`src/rtl/scan_ctrl_pkg.sv`:
```
// Shared definitions for the sonar scan controller: FSM state encoding,
// angle code constants and the sweep configuration record.
package scan_ctrl_pkg;

  typedef enum logic [2:0] {
    ST_IDLE    = 3'd0,
    ST_MOVE    = 3'd1,
    ST_SETTLE  = 3'd2,
    ST_MEASURE = 3'd3,
    ST_REPORT  = 3'd4
  } scan_state_e;

  // 8'h00..8'hFF spans -90..+90 degrees
  localparam logic [7:0] ANGLE_MIN = 8'h00;
  localparam logic [7:0] ANGLE_MID = 8'h80;
  localparam logic [7:0] ANGLE_MAX = 8'hFF;

  typedef struct packed {
    logic [7:0] start_angle;
    logic [7:0] end_angle;
  } sweep_cfg_t;

  // A sweep needs a strictly increasing range; anything else is ignored.
  function automatic logic cfg_is_valid(input sweep_cfg_t cfg);
    return cfg.start_angle < cfg.end_angle;
  endfunction

endpackage

```
`src/rtl/scan_timer.sv`:
```
// Clearable up-counter with a terminal-count flag; saturates at TERM so it
// never wraps. Used for both settle-pulse counting and the echo timeout.
module scan_timer #(
  parameter int W    = 8,
  parameter int TERM = 1
) (
  input  logic clk,
  input  logic rst_n,
  input  logic clr,
  input  logic inc,
  output logic tc
);

  logic [W-1:0] cnt_q;
  logic [W-1:0] cnt_d;

  assign tc = (cnt_q == W'(TERM));

  always_comb begin
    cnt_d = cnt_q;
    if (clr) begin
      cnt_d = '0;
    end else if (inc && !tc) begin
      cnt_d = cnt_q + 1'b1;
    end
  end

  always_ff @(posedge clk or negedge rst_n) begin
    if (!rst_n) begin
      cnt_q <= '0;
    end else begin
      cnt_q <= cnt_d;
    end
  end

endmodule

```
`src/rtl/scan_ctrl.sv`:
```
// Sonar scan sequencer: gates servo stepping, waits for the servo to settle,
// fires one ping per angle step and hands (angle, distance) records out.
module scan_ctrl
  import scan_ctrl_pkg::*;
#(
  parameter int SETTLE_CYCLES = 4,
  parameter int TIMEOUT_CLKS  = 1500000,
  parameter int DIST_W        = 16
) (
  input  logic              clk,
  input  logic              rst_n,
  input  logic              enable,
  input  logic [7:0]        cfg_start,
  input  logic [7:0]        cfg_end,
  input  logic [7:0]        servo_angle,
  input  logic              servo_cycle_done,
  output logic              move_en,
  output logic [7:0]        start_angle,
  output logic [7:0]        end_angle,
  output logic              sonar_trig,
  input  logic              sonar_done,
  input  logic [DIST_W-1:0] sonar_dist,
  output logic              res_valid,
  input  logic              res_ready,
  output logic [7:0]        res_angle,
  output logic [DIST_W-1:0] res_dist,
  output logic              res_timeout,
  output logic              busy
);

  localparam int SETTLE_W = $clog2(SETTLE_CYCLES + 1);
  localparam int TIMER_W  = $clog2(TIMEOUT_CLKS + 1);
  localparam logic [DIST_W-1:0] DIST_NOECHO = {DIST_W{1'b1}};

  scan_state_e       state_q, state_d;
  logic              move_en_q, move_en_d;
  logic              sonar_trig_q, sonar_trig_d;
  logic              res_valid_q, res_valid_d;
  logic [7:0]        res_angle_q, res_angle_d;
  logic [DIST_W-1:0] res_dist_q, res_dist_d;
  logic              res_timeout_q, res_timeout_d;
  logic              busy_q, busy_d;
  logic [7:0]        start_angle_q, start_angle_d;
  logic [7:0]        end_angle_q, end_angle_d;
  logic [7:0]        last_angle_q, last_angle_d;

  logic       settle_tc;
  logic       tmo_tc;
  logic       cfg_ok;
  logic       angle_moved;
  logic       handshake;
  sweep_cfg_t cfg_in;

  assign cfg_in      = '{start_angle: cfg_start, end_angle: cfg_end};
  assign cfg_ok      = cfg_is_valid(cfg_in);
  assign angle_moved = (servo_angle != last_angle_q);
  assign handshake   = (state_q == ST_REPORT) && res_valid_q && res_ready;

  // Settle counter tallies PWM cycles; timeout timer tallies clocks since the ping.
  scan_timer #(.W(SETTLE_W), .TERM(SETTLE_CYCLES - 1)) u_settle (
    .clk   (clk),
    .rst_n (rst_n),
    .clr   (state_q != ST_SETTLE),
    .inc   ((state_q == ST_SETTLE) && servo_cycle_done),
    .tc    (settle_tc)
  );

  scan_timer #(.W(TIMER_W), .TERM(TIMEOUT_CLKS - 1)) u_timeout (
    .clk   (clk),
    .rst_n (rst_n),
    .clr   (state_q != ST_MEASURE),
    .inc   (state_q == ST_MEASURE),
    .tc    (tmo_tc)
  );

  always_ff @(posedge clk or negedge rst_n) begin
    if (!rst_n) begin
      state_q <= ST_IDLE;
    end else begin
      state_q <= state_d;
    end
  end

  always_comb begin
    state_d = state_q;
    case (state_q)
      ST_IDLE: begin
        if (enable && cfg_ok) state_d = ST_MOVE;
      end
      ST_MOVE: begin
        if (!enable)          state_d = ST_IDLE;
        else if (angle_moved) state_d = ST_SETTLE;
      end
      ST_SETTLE: begin
        if (!enable)                            state_d = ST_IDLE;
        else if (servo_cycle_done && settle_tc) state_d = ST_MEASURE;
      end
      // A ping in flight always completes, regardless of enable.
      ST_MEASURE: begin
        if (sonar_done || tmo_tc) state_d = ST_REPORT;
      end
      ST_REPORT: begin
        if (handshake) state_d = enable ? ST_MOVE : ST_IDLE;
      end
      default: state_d = ST_IDLE;
    endcase
  end

  // Outputs are decoded from the next state so every port comes from a flop.
  always_comb begin
    move_en_d     = (state_d == ST_MOVE);
    busy_d        = (state_d != ST_IDLE);
    res_valid_d   = (state_d == ST_REPORT);
    sonar_trig_d  = (state_q == ST_SETTLE) && (state_d == ST_MEASURE);
    res_angle_d   = res_angle_q;
    res_dist_d    = res_dist_q;
    res_timeout_d = res_timeout_q;
    start_angle_d = start_angle_q;
    end_angle_d   = end_angle_q;
    last_angle_d  = last_angle_q;

    if (state_q == ST_IDLE && state_d == ST_MOVE) begin
      start_angle_d = cfg_start;
      end_angle_d   = cfg_end;
      last_angle_d  = servo_angle;
    end

    if (state_q == ST_MEASURE) begin
      if (sonar_done) begin
        res_angle_d   = servo_angle;
        res_dist_d    = sonar_dist;
        res_timeout_d = 1'b0;
      end else if (tmo_tc) begin
        res_angle_d   = servo_angle;
        res_dist_d    = DIST_NOECHO;
        res_timeout_d = 1'b1;
      end
    end

    if (handshake) begin
      last_angle_d = servo_angle;
    end
  end

  always_ff @(posedge clk or negedge rst_n) begin
    if (!rst_n) begin
      move_en_q     <= 1'b0;
      sonar_trig_q  <= 1'b0;
      res_valid_q   <= 1'b0;
      res_angle_q   <= 8'h00;
      res_dist_q    <= '0;
      res_timeout_q <= 1'b0;
      busy_q        <= 1'b0;
      start_angle_q <= ANGLE_MIN;
      end_angle_q   <= ANGLE_MAX;
      last_angle_q  <= 8'h00;
    end else begin
      move_en_q     <= move_en_d;
      sonar_trig_q  <= sonar_trig_d;
      res_valid_q   <= res_valid_d;
      res_angle_q   <= res_angle_d;
      res_dist_q    <= res_dist_d;
      res_timeout_q <= res_timeout_d;
      busy_q        <= busy_d;
      start_angle_q <= start_angle_d;
      end_angle_q   <= end_angle_d;
      last_angle_q  <= last_angle_d;
    end
  end

  assign move_en     = move_en_q;
  assign sonar_trig  = sonar_trig_q;
  assign res_valid   = res_valid_q;
  assign res_angle   = res_angle_q;
  assign res_dist    = res_dist_q;
  assign res_timeout = res_timeout_q;
  assign busy        = busy_q;
  assign start_angle = start_angle_q;
  assign end_angle   = end_angle_q;

endmodule

```
`config.mk`:
```
export PLATFORM = sky130hd
export DESIGN_NAME = scan_ctrl
export DESIGN_NICKNAME = d
export VERILOG_FILES = /design/src/rtl/scan_ctrl_pkg.sv /design/src/rtl/scan_timer.sv /design/src/rtl/scan_ctrl.sv
export SDC_FILE = /design/constraint.sdc
export NUM_CORES = 1
export LEC_CHECK = 0
export CORE_UTILIZATION = 50
export DETAILED_ROUTE_END_ITERATION = 10
export GPL_ROUTABILITY_DRIVEN = 0
export PLACE_DENSITY = 0.8
export SLEW_MARGIN = 40
export SYNTH_ARGS = -nofsm -noshare
export SYNTH_HDL_FRONTEND = slang
export SYNTH_SLANG_ARGS = --single-unit
export TNS_END_PERCENT = 10
```
`constraint.sdc`:
```
create_clock -name clk -period 2.8 [get_ports clk]
set_input_delay 0.42 -clock clk [delete_from_list [all_inputs] [get_ports clk]]
set_output_delay 0.42 -clock clk [all_outputs]
set_load 0.02 [all_outputs]
```
Yosys cells after proc, flatten, opt, wreduce, memory -nomap -nowiden
Cells that the tools add are included.
{"block": "word_totals", "reg_bits": 80, "latch_bits": 0, "ramBits": 0, "romBits": 0, "input_bits": 46, "output_inout_bits": 45, "n_memories": 0}
{"block": "op_classes", "n_addsub": 2, "multipliers": 0, "div": 0, "order_cmp": 1, "eq_ne": 12, "shifts": 0, "n_mux": 21, "n_bitwise": 0, "n_reduce_logical": 19}
{"operator": "$mux 21", "n": 2}
{"operator": "$mux 16", "n": 2}
{"operator": "$mux 8", "n": 4}
{"operator": "$mux 3", "n": 9}
{"operator": "$add 21x1->21 const B", "n": 1}
{"operator": "$eq 21x21->1 const B", "n": 1}
{"operator": "$pmux 3 s5", "n": 1}
{"operator": "$eq 3x2->1 const B", "n": 4}
{"operator": "$logic_and 1x1->1", "n": 9}
{"operator": "$lt 8x8->1", "n": 1}
{"operator": "$ne 8x8->1", "n": 1}
{"operator": "$reduce_bool 2->1", "n": 4}
{"operator": "$eq 3x1->1 const B", "n": 2}
{"operator": "$eq 3x3->1 const B", "n": 2}
{"operator": "$ne 3x2->1 const B", "n": 2}
{"operator": "$add 3x1->3 const B", "n": 1}
{"operator": "$logic_not 3->1", "n": 1}
{"operator": "$mux 1", "n": 3}
{"operator": "$reduce_bool 3->1", "n": 1}
{"operator": "$logic_not 1->1", "n": 2}
{"operator": "$reduce_and 2->1", "n": 1}
{"operator": "$logic_or 1x1->1", "n": 1}

Logic depth before layout (Yosys ltp)
{"block": "depth", "depth_word": 9, "depth_mapped": 8}

By module
From an unflattened synthesis, not the netlist that was laid out.
{"block": "hier_totals", "hier_cells": 324, "hier_area_um2": 3922.5}
{"module": "scan_ctrl", "instances": 1, "cells_per_inst": 176, "area_each_um2": 2463.6}
{"module": "scan_timer at u_timeout", "instances": 1, "cells_per_inst": 133, "area_each_um2": 1281.2}
{"module": "scan_timer at u_settle", "instances": 1, "cells_per_inst": 15, "area_each_um2": 177.7}

Worst setup path before layout
Ideal clock, no wire load.
{"block": "synth_timing", "path_type": "input-to-reg", "startpoint": "input cfg_end[1]", "endpoint": "register start_angle_q[2], in the netlist start_angle[2]", "t_arrival_ns": 1.956, "path_slack_ns": 0.719, "path_stages": 8, "n_path_buf": 1, "cell_sequence": "inv_1 > ha_1 > or3b_1 > o2111ai_1 > a31o_2 > nand4_4 > buf_2 > mux2_2"}
{"block": "synth_between", "elab_chain_len": 6}
{"item": "start, declared", "line": "scan_ctrl.sv:14", "source": "input logic [7:0] cfg_end,"}
{"item": "$lt 8x8->1", "line": "scan_ctrl_pkg.sv:25", "source": "return cfg.start_angle < cfg.end_angle;"}
{"item": "$logic_and 1x1->1", "line": "scan_ctrl.sv:88", "source": "if (enable && cfg_ok) state_d = ST_MOVE;"}
{"item": "$mux 3", "line": "scan_ctrl.sv:88"}
{"item": "$pmux 3 s5", "line": "scan_ctrl.sv:86", "source": "case (state_q)"}
{"item": "$eq 3x1->1", "line": "scan_ctrl.sv:122", "source": "if (state_q == ST_IDLE && state_d == ST_MOVE) begin"}
{"item": "$logic_and 1x1->1", "line": "scan_ctrl.sv:122"}
{"item": "end signal, assigned", "line": "scan_ctrl.sv:165", "source": "start_angle_q <= start_angle_d;"}
{"item": "end, declared", "line": "scan_ctrl.sv:43", "source": "logic [7:0] start_angle_q, start_angle_d;"}
Every way passes these cells.
A chain may end at the register's enable or synchronous reset.

Worst setup path in the final report
{"block": "layout_timing", "startpoint": "register u_timeout.cnt_q[7]", "endpoint": "register res_dist_q[15], in the netlist res_dist[15]"}
{"block": "layout_between", "elab_chain_len": 3}
{"item": "start, declared", "line": "scan_timer.sv:14", "source": "logic [W-1:0] cnt_q;"}
{"item": "start signal, assigned", "line": "scan_timer.sv:32", "source": "cnt_q <= cnt_d;"}
{"item": "$eq 21x21->1", "line": "scan_timer.sv:17", "source": "assign tc = (cnt_q == W'(TERM));"}
{"item": "$reduce_bool 2->1 (no source line)"}
{"item": "$reduce_and 2->1 (no source line)"}
{"item": "end signal, assigned", "line": "scan_ctrl.sv:162", "source": "res_dist_q <= res_dist_d;"}
{"item": "end, declared", "line": "scan_ctrl.sv:40", "source": "logic [DIST_W-1:0] res_dist_q, res_dist_d;"}
Every way passes these cells.

==> qor.yml <==
antenna-diode-count: 0
max_freq_mhz: 422
grt_first_pass_wirelength_um: 13900
detailedRoute.firstPassIterationCount: 5
synth-compound-area-share_pct: 12.6
number_of_synthesized_flops_with_an_enable_pin: 0
ant_nets: 0
postCtsResizedCells: 0
placementRows: 31
gr-usage-met3_pct: 5.08
asyncSetResetFlopFracSynth_pct: 100
die-area_sq_mm: 0.00792
nets: 466
critPathCaptureType: "flop"
overflow: 0
post-synth-top-area-fraction_pct: 47.6
grt_use_met1_pct: 30.2
ys_seq_area_share_pct: 53.2
clkLatencyLatePin_ns: 0.35
worst-path-buf-inv: 1
timing.slew.headroom_pct: 47.5
postRouteWirelength_um: 8440
post_synth_most_frequent_cells: "sky130_fd_sc_hd__dfrtp_1, sky130_fd_sc_hd__mux2_2, sky130_fd_sc_hd__nor2_1"
worst_ep_required_time_ns: 3.08
synth.most_common_cell: "sky130_fd_sc_hd__dfrtp_1"
status: "finished clean"
fill_cells: 544
worst_hold_margin_ns: 0.0919
syn_to_final_growth_pct: 32.8
critPathMaxFanout: 16
finClkSkew_ns: 0.00982
layout_worst_path_cycle_share_pct: 84.6
worst-setup-path-type: "flop to flop"
die_extent_in_y_um: 89.0
path_cells: "or4b_1, nor4_4, a21bo_1, buf_4, nor2_1, a31oi_1"
avgSynthCellArea_sq_um: 12.0
critPathLaunchType: "flop"
synth_top_family_by_area: "simple AND/OR/NAND/NOR gates"
synth_adder_area_share_pct: 3.31
p_per_area_mw_per_mm2: 949
mappedNetlistNets: 372
postSynthRegisterBits: 80
largest_area_contributor_in_the_netlist: "sky130_fd_sc_hd__dfrtp_1"
initial_antenna_violation_count: 0
detail_route.wl_per_cell_um: 16.4
dp_hpwl_um: 5680
cts_tree: "yes"
yosys.area_share.xor_xnor_pct: 3.47
initialDrtViolationCount: 147
simple_gate_area_share_of_the_yosys_netlist_pct: 14.1
hold_class: "primary input to asynchronous set/reset pin"
finalCoreUtilization_pct: 68.9
core_area_sq_mm: 0.00729
grt_most_used_layer: "met2"
cts.reportedPaths.clkPinSlew_ns: 0.09
critical_path_slowest_stage_cell: "sky130_fd_sc_hd__or4b_1"
synth.cell_area_sq_mm: 0.00378
slew_viol_final: 0
via_count: 2912
synth.yosys.warnings: 0
synthFlopType: "sky130_fd_sc_hd__dfrtp_1"
tns_ns: 0
worst_path_largest_cell_delay_ns: 0.59
synthMuxAreaShare_pct: 10.2
grt_setup_unrepaired: "no"
met2_usage_pct: 38.1
drv.max_cap_violation_count: 0
route.detailed.drc: 0
tritoncts.num_buffers: 9
setup-violations-final: 0
pin_count: 91
cts_setup_buffers: 0
power.ir.vdd_worst_mv: 0.608
overall_track_demand_over_capacity_in_global_routing_pct: 23.2
ys_types: 51
worst_path_dominant_cell_family: "simple AND/OR/NAND/NOR gates"
fp.dieW_um: 89.0
post_synth_main_area_contributors: "sky130_fd_sc_hd__dfrtp_1, sky130_fd_sc_hd__mux2_2, sky130_fd_sc_hd__dfstp_2"
maximum_buffer_depth_of_the_clock_tree: 2
hold_viol: 0
holdBufCountCts: 0
worst-slew-pin-transition_ns: 0.785
crit_path_dat_ns: 2.65
cts_max_level: 3
first_global_vias: 2892
initial_core_util_pct: 51.9
post_drt_via_cell_ratio: 5.67
largest_net_degree_at_the_start_of_global_routing: 81
post-route-min-period_ns: 2.37
clockRootBuffer: "sky130_fd_sc_hd__clkbuf_8"
synthCells: 316
cts.sinks: 80
layout_cell_share_with_drive_strength_beyond_1_pct: 17.3
io_buffers: 90
static-leakage-power_nw: 2.18
-- final cells by class --
type / count / area, sq um / area share, %
tap: 99 / 124 / 2.47
clock inverter: 6 / 114 / 2.27
timing repair buffer: 94 / 932 / 18.6
multi-input combinational: 214 / 1660 / 33.1
inverter: 11 / 41.3 / 0.822
clock buffer: 10 / 138 / 2.74
sequential: 80 / 2010 / 40.0
-- cells by family (layout without fill, tap and decap cells) --
kind of cell,after synthesis,in the layout
XOR/XNOR,15,15
adder cells (fa/ha/maj),10,10
buffers and inverters,22,121
AO/OA/AOI/OAI,64,64
flip-flops,80,80
multiplexers,33,33
AND/OR/NAND/NOR,92,92
-- sequential cells by signal, indices dropped and copies added, names as in the netlist --
signal / cells
u_timeout.cnt_q: 21
res_dist: 16
end_angle: 8
last_angle_q: 8
res_angle: 8
start_angle: 8
state_q: 3
u_settle.cnt_q: 3
busy: 1
move_en: 1
res_timeout: 1
res_valid: 1
sonar_trig: 1
-- routing by layer --
metal | routed length [um] | share of wire, %
met3 | 428 | 5.1
met4 | 147 | 1.7
met2 | 4210 | 50
met5 | 0 | 0
met1 | 3660 | 43
-- stage by stage --
step	power, mW	area [sq um]	setup WS [ns]	cells
global placement	3.67	4760	0.170	498
finish	4.77	5020	0.430	514
CTS	4.81	5020	0.412	514
detailed placement	3.73	4770	0.123	498
floorplan	2.85	3780	0.719	316
global route	5.01	5020	0.242	514
-- path summary, 6_finish.rpt --
| kind | start | end | slack (ns) | depth (start not counted) |
|---|---|---|---|---|
| max | u_timeout.cnt_q[7]$_DFFE_PN0P_ | res_dist[15]$_DFFE_PN0P_ | 0.43 | 6 |
| min | rst_n | res_angle[6]$_DFFE_PN0P_ | 0.09 | 1 |
| max reg2reg | u_timeout.cnt_q[7]$_DFFE_PN0P_ | res_dist[15]$_DFFE_PN0P_ | 0.43 | 6 |
| min reg2reg | res_dist[6]$_DFFE_PN0P_ | res_dist[6]$_DFFE_PN0P_ | 0.49 | 1 |
| max in group asynchronous | rst_n | start_angle[6]$_DFFE_PN0P_ | 2.21 | 1 |
| min in group clk | res_dist[6]$_DFFE_PN0P_ | res_dist[6]$_DFFE_PN0P_ | 0.49 | 1 |
-- where the power goes --
part	internal [mW]	leakage (nW)	switching, mW
clock	0.620	0.119	0.437
combinational	1.01	1.06	0.870
sequential	1.60	1.01	0.238
total	3.22	2.18	1.55
-- placed cells by master, fill, tap and decap left out, types with 2 or more instances in the layout --
cell                              Yosys  layout
sky130_fd_sc_hd__nand4_1              5       5
sky130_fd_sc_hd__mux2_4               4       4
sky130_fd_sc_hd__nand3_1              7       7
sky130_fd_sc_hd__nand2_1             20      20
sky130_fd_sc_hd__a31oi_1              9       9
sky130_fd_sc_hd__a211oi_1             3       3
sky130_fd_sc_hd__dfstp_2              8       8
sky130_fd_sc_hd__and3_1               4       4
sky130_fd_sc_hd__inv_1               11      11
sky130_fd_sc_hd__a21oi_1             14      13
sky130_fd_sc_hd__clkdlybuf4s50_1      0      89
sky130_fd_sc_hd__ha_1                10      10
sky130_fd_sc_hd__nand2b_1             3       3
sky130_fd_sc_hd__nor2_1              23      23
sky130_fd_sc_hd__mux2_2              28      28
sky130_fd_sc_hd__nand4b_1             3       3
sky130_fd_sc_hd__clkbuf_8             0      10
sky130_fd_sc_hd__o21ai_0              4       4
sky130_fd_sc_hd__dfrtp_1             72      72
sky130_fd_sc_hd__a41o_1               5       5
sky130_fd_sc_hd__o22a_1              15      15
sky130_fd_sc_hd__xnor2_1              4       4
sky130_fd_sc_hd__nor2b_1              4       4
sky130_fd_sc_hd__clkinvlp_4           0       2
sky130_fd_sc_hd__or4_1                2       2
sky130_fd_sc_hd__xor2_1              11      11
sky130_fd_sc_hd__bufinv_16            0       3
sky130_fd_sc_hd__nor4_1               3       2
sky130_fd_sc_hd__nor4b_1              3       3
sky130_fd_sc_hd__o31ai_1              2       2
sky130_fd_sc_hd__and3b_1              3       3
sky130_fd_sc_hd__and4_1               3       3
sky130_fd_sc_hd__a31o_2               4       4
sky130_fd_sc_hd__buf_4                0       4
Note: power is estimated with default switching activity, not from simulation.
